`src/rtl/cylon_led_top_if.sv`:
```
// Board-facing signal bundle for the Cylon LED scanner: speed switches,
// raw push-buttons, the one-hot LED display and a read-only debug view of
// the scanner state (position, direction, mode, run flag).
// There is no valid/ready handshake on this bundle: the switches and buttons
// are level inputs sampled every clock, and led/dbg_* are registered levels
// that are valid on every cycle after reset.
interface cylon_led_top_if;
  logic [3:0]  sw;
  logic        btnC;
  logic        btnU;
  logic        btnL;
  logic        btnR;
  logic [15:0] led;
  logic [3:0]  dbg_pos;
  logic        dbg_dir;
  logic        dbg_mode;
  logic        dbg_run;

  // Board / stimulus side
  modport master (
    output sw, btnC, btnU, btnL, btnR,
    input  led, dbg_pos, dbg_dir, dbg_mode, dbg_run
  );

  // Scanner side
  modport slave (
    input  sw, btnC, btnU, btnL, btnR,
    output led, dbg_pos, dbg_dir, dbg_mode, dbg_run
  );
endinterface

```
`src/rtl/cylon_led_top.sv`:
```
// Cylon LED scanner: a single lit dot sweeps across led[15:0], bouncing
// between the ends or wrapping around. A free-running base pulse paces the
// sweep; sw selects one step every (sw+1) pulses. Four raw buttons are
// synchronised, debounced and edge-detected into single-cycle actions:
// C = run/pause, U = bounce/wrap, L = head toward led[15], R = toward led[0].
module cylon_led_top #(
  parameter logic [28:0] CLOCK_CYCLES_PER_PULSE  = 29'd1_000_000,
  parameter logic [28:0] CLOCK_CYCLES_PER_SECOND = 29'd100_000_000
) (
  input  logic          clk,
  input  logic          rst_n,
  cylon_led_top_if.slave bus
);

  // Debounce length is a fraction of a second, but never zero cycles.
  localparam logic [28:0] DB_SHIFT   = CLOCK_CYCLES_PER_SECOND >> 6;
  localparam logic [28:0] DB_LEN     = (DB_SHIFT == 29'd0) ? 29'd1 : DB_SHIFT;
  localparam logic [28:0] DB_LAST    = DB_LEN - 29'd1;
  localparam logic [28:0] PULSE_LAST = CLOCK_CYCLES_PER_PULSE - 29'd1;

  // Button bit positions inside the 4-bit button vectors.
  localparam int BTN_C = 0;
  localparam int BTN_U = 1;
  localparam int BTN_L = 2;
  localparam int BTN_R = 3;

  typedef enum logic { DIR_LEFT = 1'b0, DIR_RIGHT = 1'b1 } dir_e;
  typedef enum logic { MODE_BOUNCE = 1'b0, MODE_WRAP = 1'b1 } mode_e;

  logic [3:0]        btn_raw;

  logic [3:0]        sync1_q, sync1_d;
  logic [3:0]        sync2_q, sync2_d;
  logic [3:0]        db_level_q, db_level_d;
  logic [3:0][28:0]  db_cnt_q, db_cnt_d;
  logic [3:0]        db_prev_q, db_prev_d;
  logic [3:0]        btn_rise;

  logic [28:0]       pcnt_q, pcnt_d;
  logic              pulse;

  logic [3:0]        divcnt_q, divcnt_d;
  logic              step;

  logic [3:0]        pos_q, pos_d;
  dir_e              dir_q, dir_d;
  mode_e             mode_q, mode_d;
  logic              run_q, run_d;
  logic [15:0]       led_q, led_d;
  logic              reversed;

  assign btn_raw = {bus.btnR, bus.btnL, bus.btnU, bus.btnC};

  // Two-flop synchroniser and debouncer: the debounced level only follows
  // the synchronised input once it has differed for DB_LEN straight cycles.
  always_comb begin
    sync1_d    = btn_raw;
    sync2_d    = sync1_q;
    db_level_d = db_level_q;
    db_cnt_d   = db_cnt_q;
    db_prev_d  = db_level_q;
    for (int i = 0; i < 4; i++) begin
      if (sync2_q[i] == db_level_q[i]) begin
        db_cnt_d[i] = 29'd0;
      end else if (db_cnt_q[i] == DB_LAST) begin
        db_level_d[i] = sync2_q[i];
        db_cnt_d[i]   = 29'd0;
      end else begin
        db_cnt_d[i] = db_cnt_q[i] + 29'd1;
      end
    end
    btn_rise = db_level_q & ~db_prev_q;
  end

  // Free-running base pulse and the run-gated step divider.
  always_comb begin
    pulse    = (pcnt_q == PULSE_LAST);
    pcnt_d   = pulse ? 29'd0 : (pcnt_q + 29'd1);
    step     = pulse && run_q && (divcnt_q >= bus.sw);
    divcnt_d = divcnt_q;
    if (pulse && run_q) begin
      divcnt_d = (divcnt_q >= bus.sw) ? 4'd0 : (divcnt_q + 4'd1);
    end
  end

  // Next position/direction/mode/run. A step always moves with the old
  // direction; a button direction change then applies unless the step itself
  // just bounced off an end, in which case the bounce direction is kept.
  always_comb begin
    pos_d    = pos_q;
    dir_d    = dir_q;
    mode_d   = mode_q;
    run_d    = run_q;
    reversed = 1'b0;

    if (step) begin
      if (mode_q == MODE_BOUNCE) begin
        if (dir_q == DIR_LEFT) begin
          if (pos_q == 4'd15) begin
            dir_d    = DIR_RIGHT;
            pos_d    = 4'd14;
            reversed = 1'b1;
          end else begin
            pos_d = pos_q + 4'd1;
          end
        end else begin
          if (pos_q == 4'd0) begin
            dir_d    = DIR_LEFT;
            pos_d    = 4'd1;
            reversed = 1'b1;
          end else begin
            pos_d = pos_q - 4'd1;
          end
        end
      end else begin
        pos_d = (dir_q == DIR_LEFT) ? (pos_q + 4'd1) : (pos_q - 4'd1);
      end
    end

    if (!reversed) begin
      if (btn_rise[BTN_L] && !btn_rise[BTN_R]) begin
        dir_d = DIR_LEFT;
      end else if (btn_rise[BTN_R] && !btn_rise[BTN_L]) begin
        dir_d = DIR_RIGHT;
      end
    end

    if (btn_rise[BTN_U]) begin
      mode_d = (mode_q == MODE_BOUNCE) ? MODE_WRAP : MODE_BOUNCE;
    end

    if (btn_rise[BTN_C]) begin
      run_d = ~run_q;
    end

    led_d = 16'h0001 << pos_d;
  end

  // State registers; reset parks the dot at led[0], sweeping left, bouncing.
  always_ff @(posedge clk or negedge rst_n) begin
    if (!rst_n) begin
      sync1_q    <= 4'd0;
      sync2_q    <= 4'd0;
      db_level_q <= 4'd0;
      db_cnt_q   <= '0;
      db_prev_q  <= 4'd0;
      pcnt_q     <= 29'd0;
      divcnt_q   <= 4'd0;
      pos_q      <= 4'd0;
      dir_q      <= DIR_LEFT;
      mode_q     <= MODE_BOUNCE;
      run_q      <= 1'b1;
      led_q      <= 16'h0001;
    end else begin
      sync1_q    <= sync1_d;
      sync2_q    <= sync2_d;
      db_level_q <= db_level_d;
      db_cnt_q   <= db_cnt_d;
      db_prev_q  <= db_prev_d;
      pcnt_q     <= pcnt_d;
      divcnt_q   <= divcnt_d;
      pos_q      <= pos_d;
      dir_q      <= dir_d;
      mode_q     <= mode_d;
      run_q      <= run_d;
      led_q      <= led_d;
    end
  end

  assign bus.led      = led_q;
  assign bus.dbg_pos  = pos_q;
  assign bus.dbg_dir  = dir_q;
  assign bus.dbg_mode = mode_q;
  assign bus.dbg_run  = run_q;

endmodule

```
`src/flat_wrapper.sv`:
```
// flat-port wrapper written by rule: the top's interface ports become plain ports
module cylon_led_top_flat 
#(
  parameter logic [28:0] CLOCK_CYCLES_PER_PULSE  = 29'd1_000_000,
  parameter logic [28:0] CLOCK_CYCLES_PER_SECOND = 29'd100_000_000
)
  (clk, rst_n, bus_sw, bus_btnC, bus_btnU, bus_btnL, bus_btnR, bus_led, bus_dbg_pos, bus_dbg_dir, bus_dbg_mode, bus_dbg_run);
  cylon_led_top_if bus_i ();
  input  logic clk;
  input  logic rst_n;
  input wire logic [$bits(bus_i.sw)-1:0] bus_sw;
  input wire logic [$bits(bus_i.btnC)-1:0] bus_btnC;
  input wire logic [$bits(bus_i.btnU)-1:0] bus_btnU;
  input wire logic [$bits(bus_i.btnL)-1:0] bus_btnL;
  input wire logic [$bits(bus_i.btnR)-1:0] bus_btnR;
  output wire logic [$bits(bus_i.led)-1:0] bus_led;
  output wire logic [$bits(bus_i.dbg_pos)-1:0] bus_dbg_pos;
  output wire logic [$bits(bus_i.dbg_dir)-1:0] bus_dbg_dir;
  output wire logic [$bits(bus_i.dbg_mode)-1:0] bus_dbg_mode;
  output wire logic [$bits(bus_i.dbg_run)-1:0] bus_dbg_run;
  assign bus_i.sw = bus_sw;
  assign bus_i.btnC = bus_btnC;
  assign bus_i.btnU = bus_btnU;
  assign bus_i.btnL = bus_btnL;
  assign bus_i.btnR = bus_btnR;
  assign bus_led = bus_i.led;
  assign bus_dbg_pos = bus_i.dbg_pos;
  assign bus_dbg_dir = bus_i.dbg_dir;
  assign bus_dbg_mode = bus_i.dbg_mode;
  assign bus_dbg_run = bus_i.dbg_run;
  cylon_led_top #(.CLOCK_CYCLES_PER_PULSE(CLOCK_CYCLES_PER_PULSE), .CLOCK_CYCLES_PER_SECOND(CLOCK_CYCLES_PER_SECOND)) u_core (.clk(clk), .rst_n(rst_n), .bus(bus_i));
endmodule
```
`config.mk`:
```
export PLATFORM = sky130hd
export DESIGN_NAME = cylon_led_top_flat
export DESIGN_NICKNAME = d
export VERILOG_FILES = /design/src/rtl/cylon_led_top_if.sv /design/src/rtl/cylon_led_top.sv /design/src/flat_wrapper.sv
export SDC_FILE = /design/constraint.sdc
export NUM_CORES = 1
export LEC_CHECK = 0
export ABC_AREA = 1
export BUFFER_PORTS_ARGS = -buffer_cell sky130_fd_sc_hd__buf_2
export CAP_MARGIN = 30
export CORE_MARGIN = 2
export CORE_UTILIZATION = 65
export DETAILED_ROUTE_END_ITERATION = 16
export GPL_TIMING_DRIVEN = 0
export PLACE_DENSITY = 0.9
export SLEW_MARGIN = 30
export SYNTH_ARGS = -nofsm -noshare
export SYNTH_HDL_FRONTEND = slang
export SYNTH_SLANG_ARGS = --single-unit
```
`constraint.sdc`:
```
create_clock -name clk -period 2.65 [get_ports clk]
set_input_delay 0.265 -clock clk [delete_from_list [all_inputs] [get_ports clk]]
set_output_delay 0.265 -clock clk [all_outputs]
set_load 0.02 [all_outputs]
```
After elaboration in Yosys (flattened, before gate mapping)
Index checks and enable logic that the tools add are counted.
{ "totals": {"reg_bits": 188, "inputBits": 10, "output_inout_bits": 23, "word_cells": 85} }
{ "classes": {"add_sub_neg": 8, "order_cmp": 1, "n_eq_ne": 10, "n_shift": 1, "mux": 29, "n_bitwise": 7, "n_reduce_logical": 11} }
{ "ops": {"columns": ["cell", "n"], "rows": [
  ["29-bit two-way mux", 9],
  ["29-bit by 1-bit adder with 29-bit output (second input constant)", 5],
  ["29-bit by 21-bit equality test with 1-bit output (second input constant)", 4],
  ["29-bit by 20-bit equality test with 1-bit output (second input constant)", 1],
  ["4-bit two-way mux", 7],
  ["1-bit by 4-bit left shift with 16-bit output (first input constant)", 1],
  ["1-bit two-way mux", 13],
  ["4-bit by 1-bit adder with 4-bit output (second input constant)", 2],
  ["2-bit AND reduction", 4],
  ["1-bit inverter", 5],
  ["4-bit AND", 1],
  ["1-bit equality test", 4],
  ["4-bit equality test (second input constant)", 1],
  ["4-bit >= comparator", 1],
  ["1-bit logical AND", 4],
  ["4-bit zero test", 1],
  ["4-bit inverter", 1],
  ["4-bit by 1-bit subtractor with 4-bit output (second input constant)", 1],
  ["1-bit zero test", 2]
]} }

Depth between registers and ports, before layout
{ "logic_depth": {"ltp_word": 8, "depth_mapped": 12, "mapped_depth_nobuf": 12} }

Least setup slack after synthesis
No wires, ideal clock.
{ "synth_timing": {"path_kind": "register to register", "from": "reg u_core.divcnt_q[1]", "to": "reg u_core.led_q[11] (netlist: u_core.bus.led[11])", "setup_time_ns": 0.116, "t_arrival_ns": 1.688, "t_required_ns": 2.534, "path_slack_ns": 0.846, "stages_incl_launch_ff": 12, "n_path_buf": 0, "synth_period_minus_slack_ns": 1.804, "path_cell_list": "dfrtp_1 ha_1 inv_1 nor2_1 o21ai_0 nand3_1 inv_1 nor2_8 nand2_4 nand2_8 inv_6 nor2_1"} }
{ "synth_via": {"elab_chain_cells": 4} }
{ "synth_rtl": {"columns": ["item", "line_no", "text"], "rows": [
  ["from (decl)", "cylon_led_top.sv:42", "logic [3:0] divcnt_q, divcnt_d;"],
  ["from (signal assigned)", "cylon_led_top.sv:161", "divcnt_q <= divcnt_d;"],
  ["4-bit >= comparator", "cylon_led_top.sv:79", "step = pulse && run_q && (divcnt_q >= bus.sw);"],
  ["1-bit logical AND", "cylon_led_top.sv:79", null],
  ["4-bit two-way mux", "cylon_led_top.sv:96", "if (step) begin"],
  ["named net u_core.pos_d[3]", "cylon_led_top.sv:45", "logic [3:0] pos_q, pos_d;"],
  ["1-bit by 4-bit left shift with 16-bit output", "cylon_led_top.sv:136", "led_d = 16'h0001 << pos_d;"],
  ["named net u_core.led_d[11]", "cylon_led_top.sv:49", "logic [15:0] led_q, led_d;"],
  ["to (signal assigned)", "cylon_led_top.sv:166", "led_q <= led_d;"],
  ["to (decl)", "cylon_led_top.sv:49", null]
]} }
The timed path passes the listed nets, and every way through them passes these cells.
A chain may end at the register's enable or synchronous reset.

==> impl_metrics.toml <==
[worst_setup_path]
reg2reg_depth = 7
endpoint = "u_core.db_cnt_q[55]"
reg2reg_from = "u_core.db_cnt_q[29]"
startpoint = "u_core.db_cnt_q[29]"
required_ps = 2950
worstSetupStartpointType = "flip-flop"
cp.arrival_ps = 2500
critPathMaxFanout = 6
rrSetupSlack_ps = 450
end_kind = "flip-flop"
critical_path_class = "reg2reg"
rr_endpoint = "u_core.db_cnt_q[55]"

[sta]
finClkSkew_ps = 7.91
finalMaxSlewViolations = 0
worstMarginPinSlew_ps = 585
fmax_mhz = 455
finalWorstSetupSlack_ps = 454
period_share_pct = 82.9
max-slew-margin-rel_pct = 60.7
setup-violations-final = 0
min_period_ps = 2200
hold_viol = 0
grt_setup_unrepaired = "false"

[final_layout]
drive_gt1_share_pct = 8.23
final_design_area_no_fill_sq_um = 11900
diodes = 0
nNetsFinal = 1529
syn_to_final_growth_pct = 10.6

[clocking]
cts_buffer_depth = 2
cts_setup_buffers = 0
numClockSinks = 188
cts_hold_buf = 5
clock_latency_ps = 440
numCtsBuffers = 17
cts_resized = 0
path_clk_slew_ps = 70
cts_max_level = 4
cts_tree = "built"
cts-root-buf = "clkbuf_16"

[global_route]
grt_max_degree = 94
antenna_found_initial = 0
grt_pass1_wl_um = 43600
grt_pass1_vias = 9468
grt_overflow = 0
grt_use_total_pct = 30.4

[placed_design]
place_congestion = 0.958
dp_hpwl_um = 19000
detailedPlace.worstSlack_ps = 526
port_buffers = 32
placedInstanceArea_sq_um = 11300

[pwr]
vdd_drop_max_mv = 0.477
power.leakage_uw = 0.00544
cellPowerDensity_nw_per_um2 = 474

[synth]
syn-cell-area_sq_um = 10800
synth-seq-area-share_pct = 43.7
syn_avg_cell_area_sq_um = 7.43
syn_nets = 1471
netlist_instances = 1448
yosysWarnings = 0
synth_seq_cells = 188
synth.distinct_cells = 35

[die]
die-width_um = 133
die_area_sq_um = 17600
core_area_sq_um = 16400
die_y_um = 133
start_util_pct = 65.6
fp-row-count = 47
io_pins = 33

[routing]
wirelength_um = 25900
drt-wirelength-per-cell_um = 14.9
vias = 9795
postRouteAntennaNets = 0
drt_iter0_drc = 800
drcViolationCount = 0
routed_via_density = 5.63
first_pass_iters = 5

[worst_hold_path]
hp-class = "in2async"

[run]
max_cap_violations = 0

[outcome]
outcome = "complete, no violations"
metal layers:
| layer | part of all wire [%] | up-vias | global-route usage [%] | wire length, um |
|---|---|---|---|---|
| met5 | 0 | - | 0 | 0 |
| met4 | 2.8 | 0 | 11.8 | 727 |
| met3 | 5.1 | 70 | 4.33 | 1320 |
| met2 | 50 | 354 | 52.7 | 13000 |
| met1 | 42 | 4602 | 38.7 | 10900 |
| li1 | - | 4769 | - | - |
how the worst min path moves through the flow:
stage	start	to	slack [ps]	cells past startpoint
global placement	u_core.sync1_q[0]	u_core.sync2_q[0]	340	0
finish	rst_n	u_core.db_cnt_q[104]	210	2
CTS	rst_n	u_core.db_cnt_q[104]	210	2
global route	rst_n	u_core.db_cnt_q[104]	220	2
detailed placement	rst_n	u_core.db_cnt_q[104]	70	1
floorplan	rst_n	u_core.bus.dbg_dir	-30	0
power breakdown:
group          leakage, uW  switching, uW  internal, uW
combinational      0.00259            121          42.7
sequential         0.00257           22.1          2890
clock             0.000280           1150          1410
placed cells by master, fill, tap and decap left out, types with 2 or more instances in the layout:
| cell type | instances |
|---|---|
| nor2_1 | 296 |
| nand2_1 | 289 |
| dfrtp_1 | 186 |
| inv_1 | 181 |
| nand3_1 | 104 |
| nor3_1 | 88 |
| xor2_1 | 79 |
| nand4_1 | 71 |
| buf_2 | 36 |
| a21oi_1 | 22 |
| or2_2 | 20 |
| nor4_1 | 19 |
| clkbuf_16 | 17 |
| o21ai_0 | 16 |
| ha_1 | 13 |
| xnor2_1 | 9 |
| nand2_2 | 8 |
| clkbuf_1 | 8 |
| nor2_2 | 6 |
| nor2_4 | 5 |
| inv_6 | 5 |
| dlygate4sd3_1 | 5 |
| buf_6 | 3 |
| nor3b_1 | 3 |
| clkinv_4 | 3 |
| clkinvlp_4 | 3 |
| nand3_2 | 2 |
| inv_2 | 2 |
| nand2_4 | 2 |
| bufinv_16 | 2 |
| buf_16 | 2 |
| dfstp_2 | 2 |
synth_stat cells:
master | n | share of area (%)
a211oi_1 | 1 | 0.070
a21oi_1 | 22 | 1.0
a31oi_1 | 1 | 0.058
and3_1 | 1 | 0.058
buf_2 | 5 | 0.23
buf_6 | 3 | 0.31
clkbuf_1 | 7 | 0.24
clkinv_1 | 1 | 0.035
dfrtp_1 | 186 | 43
dfstp_2 | 2 | 0.49
ha_1 | 13 | 1.5
inv_1 | 181 | 6.3
inv_2 | 2 | 0.070
inv_6 | 1 | 0.081
nand2_1 | 289 | 10
nand2_2 | 8 | 0.47
nand2_4 | 2 | 0.21
nand2_8 | 1 | 0.19
nand3_1 | 104 | 4.8
nand3_2 | 2 | 0.19
nand3_4 | 1 | 0.16
nand4_1 | 71 | 4.1
nor2_1 | 296 | 10
nor2_2 | 6 | 0.35
nor2_4 | 5 | 0.52
nor2_8 | 1 | 0.19
nor3_1 | 88 | 4.1
nor3_2 | 1 | 0.093
nor3b_1 | 3 | 0.21
nor4_1 | 19 | 1.1
o21ai_0 | 16 | 0.74
o21ai_1 | 1 | 0.046
or2_2 | 20 | 1.2
xnor2_1 | 9 | 0.73
xor2_1 | 79 | 6.4
critical path: stages (launching register included):
cell	delay, ps
dfrtp_1	490
ha_1	290
nand3_1	210
nor3_2	420
nand2_1	240
nor2_1	210
xor2_1	150
nor2_1	50
layout make-up:
type	count	area (sq um)
Inverter	185	699
Fill cell	1297	4510
Clock inverter	14	160
Timing Repair Buffer	39	275
Sequential cell	188	4710
Clock buffer	18	429
Multi-Input combinational cell	1060	5270
Tap cell	220	275
Buffer	15	85.1
stage by stage:
step / hold slack (ps) / total power, uW / util, % / cells / setup TNS (ps)
2_1_floorplan: -30.6 / 3020 / - / 1448 / 0
3_3_place_gp: 336 / 3110 / 68.2 / 1700 / -287140
3_5_place_dp: 71.4 / 3130 / 68.6 / 1702 / 0
4_1_cts: 212 / 5680 / 72.5 / 1739 / 0
5_1_grt: 219 / 5810 / 72.5 / 1739 / 0
6_report: 211 / 5640 / 72.5 / 1739 / 0
sequential cells by signal, summed over array words and instances (netlist names):
name	cells
u_core.db_cnt_q	116
u_core.db_level_q	4
u_core.sync2_q	4
u_core.bus.dbg_mode	1
u_core.bus.led	16
u_core.bus.dbg_pos	4
u_core.db_prev_q	4
u_core.bus.dbg_run	1
u_core.divcnt_q	4
u_core.pcnt_q	29
u_core.sync1_q	4
u_core.bus.dbg_dir	1
cell families (layout without fill, tap and decap cells):
family	Yosys count	in the layout	share of synthesized area (%)
simple gates	918	918	38.4
buf+inv	200	271	7.29
flops	188	188	43.7
xor+xnor	88	88	7.16
compound gates	41	41	1.94
fa+ha+maj	13	13	1.51
Note: power is estimated with default switching activity, not from simulation.
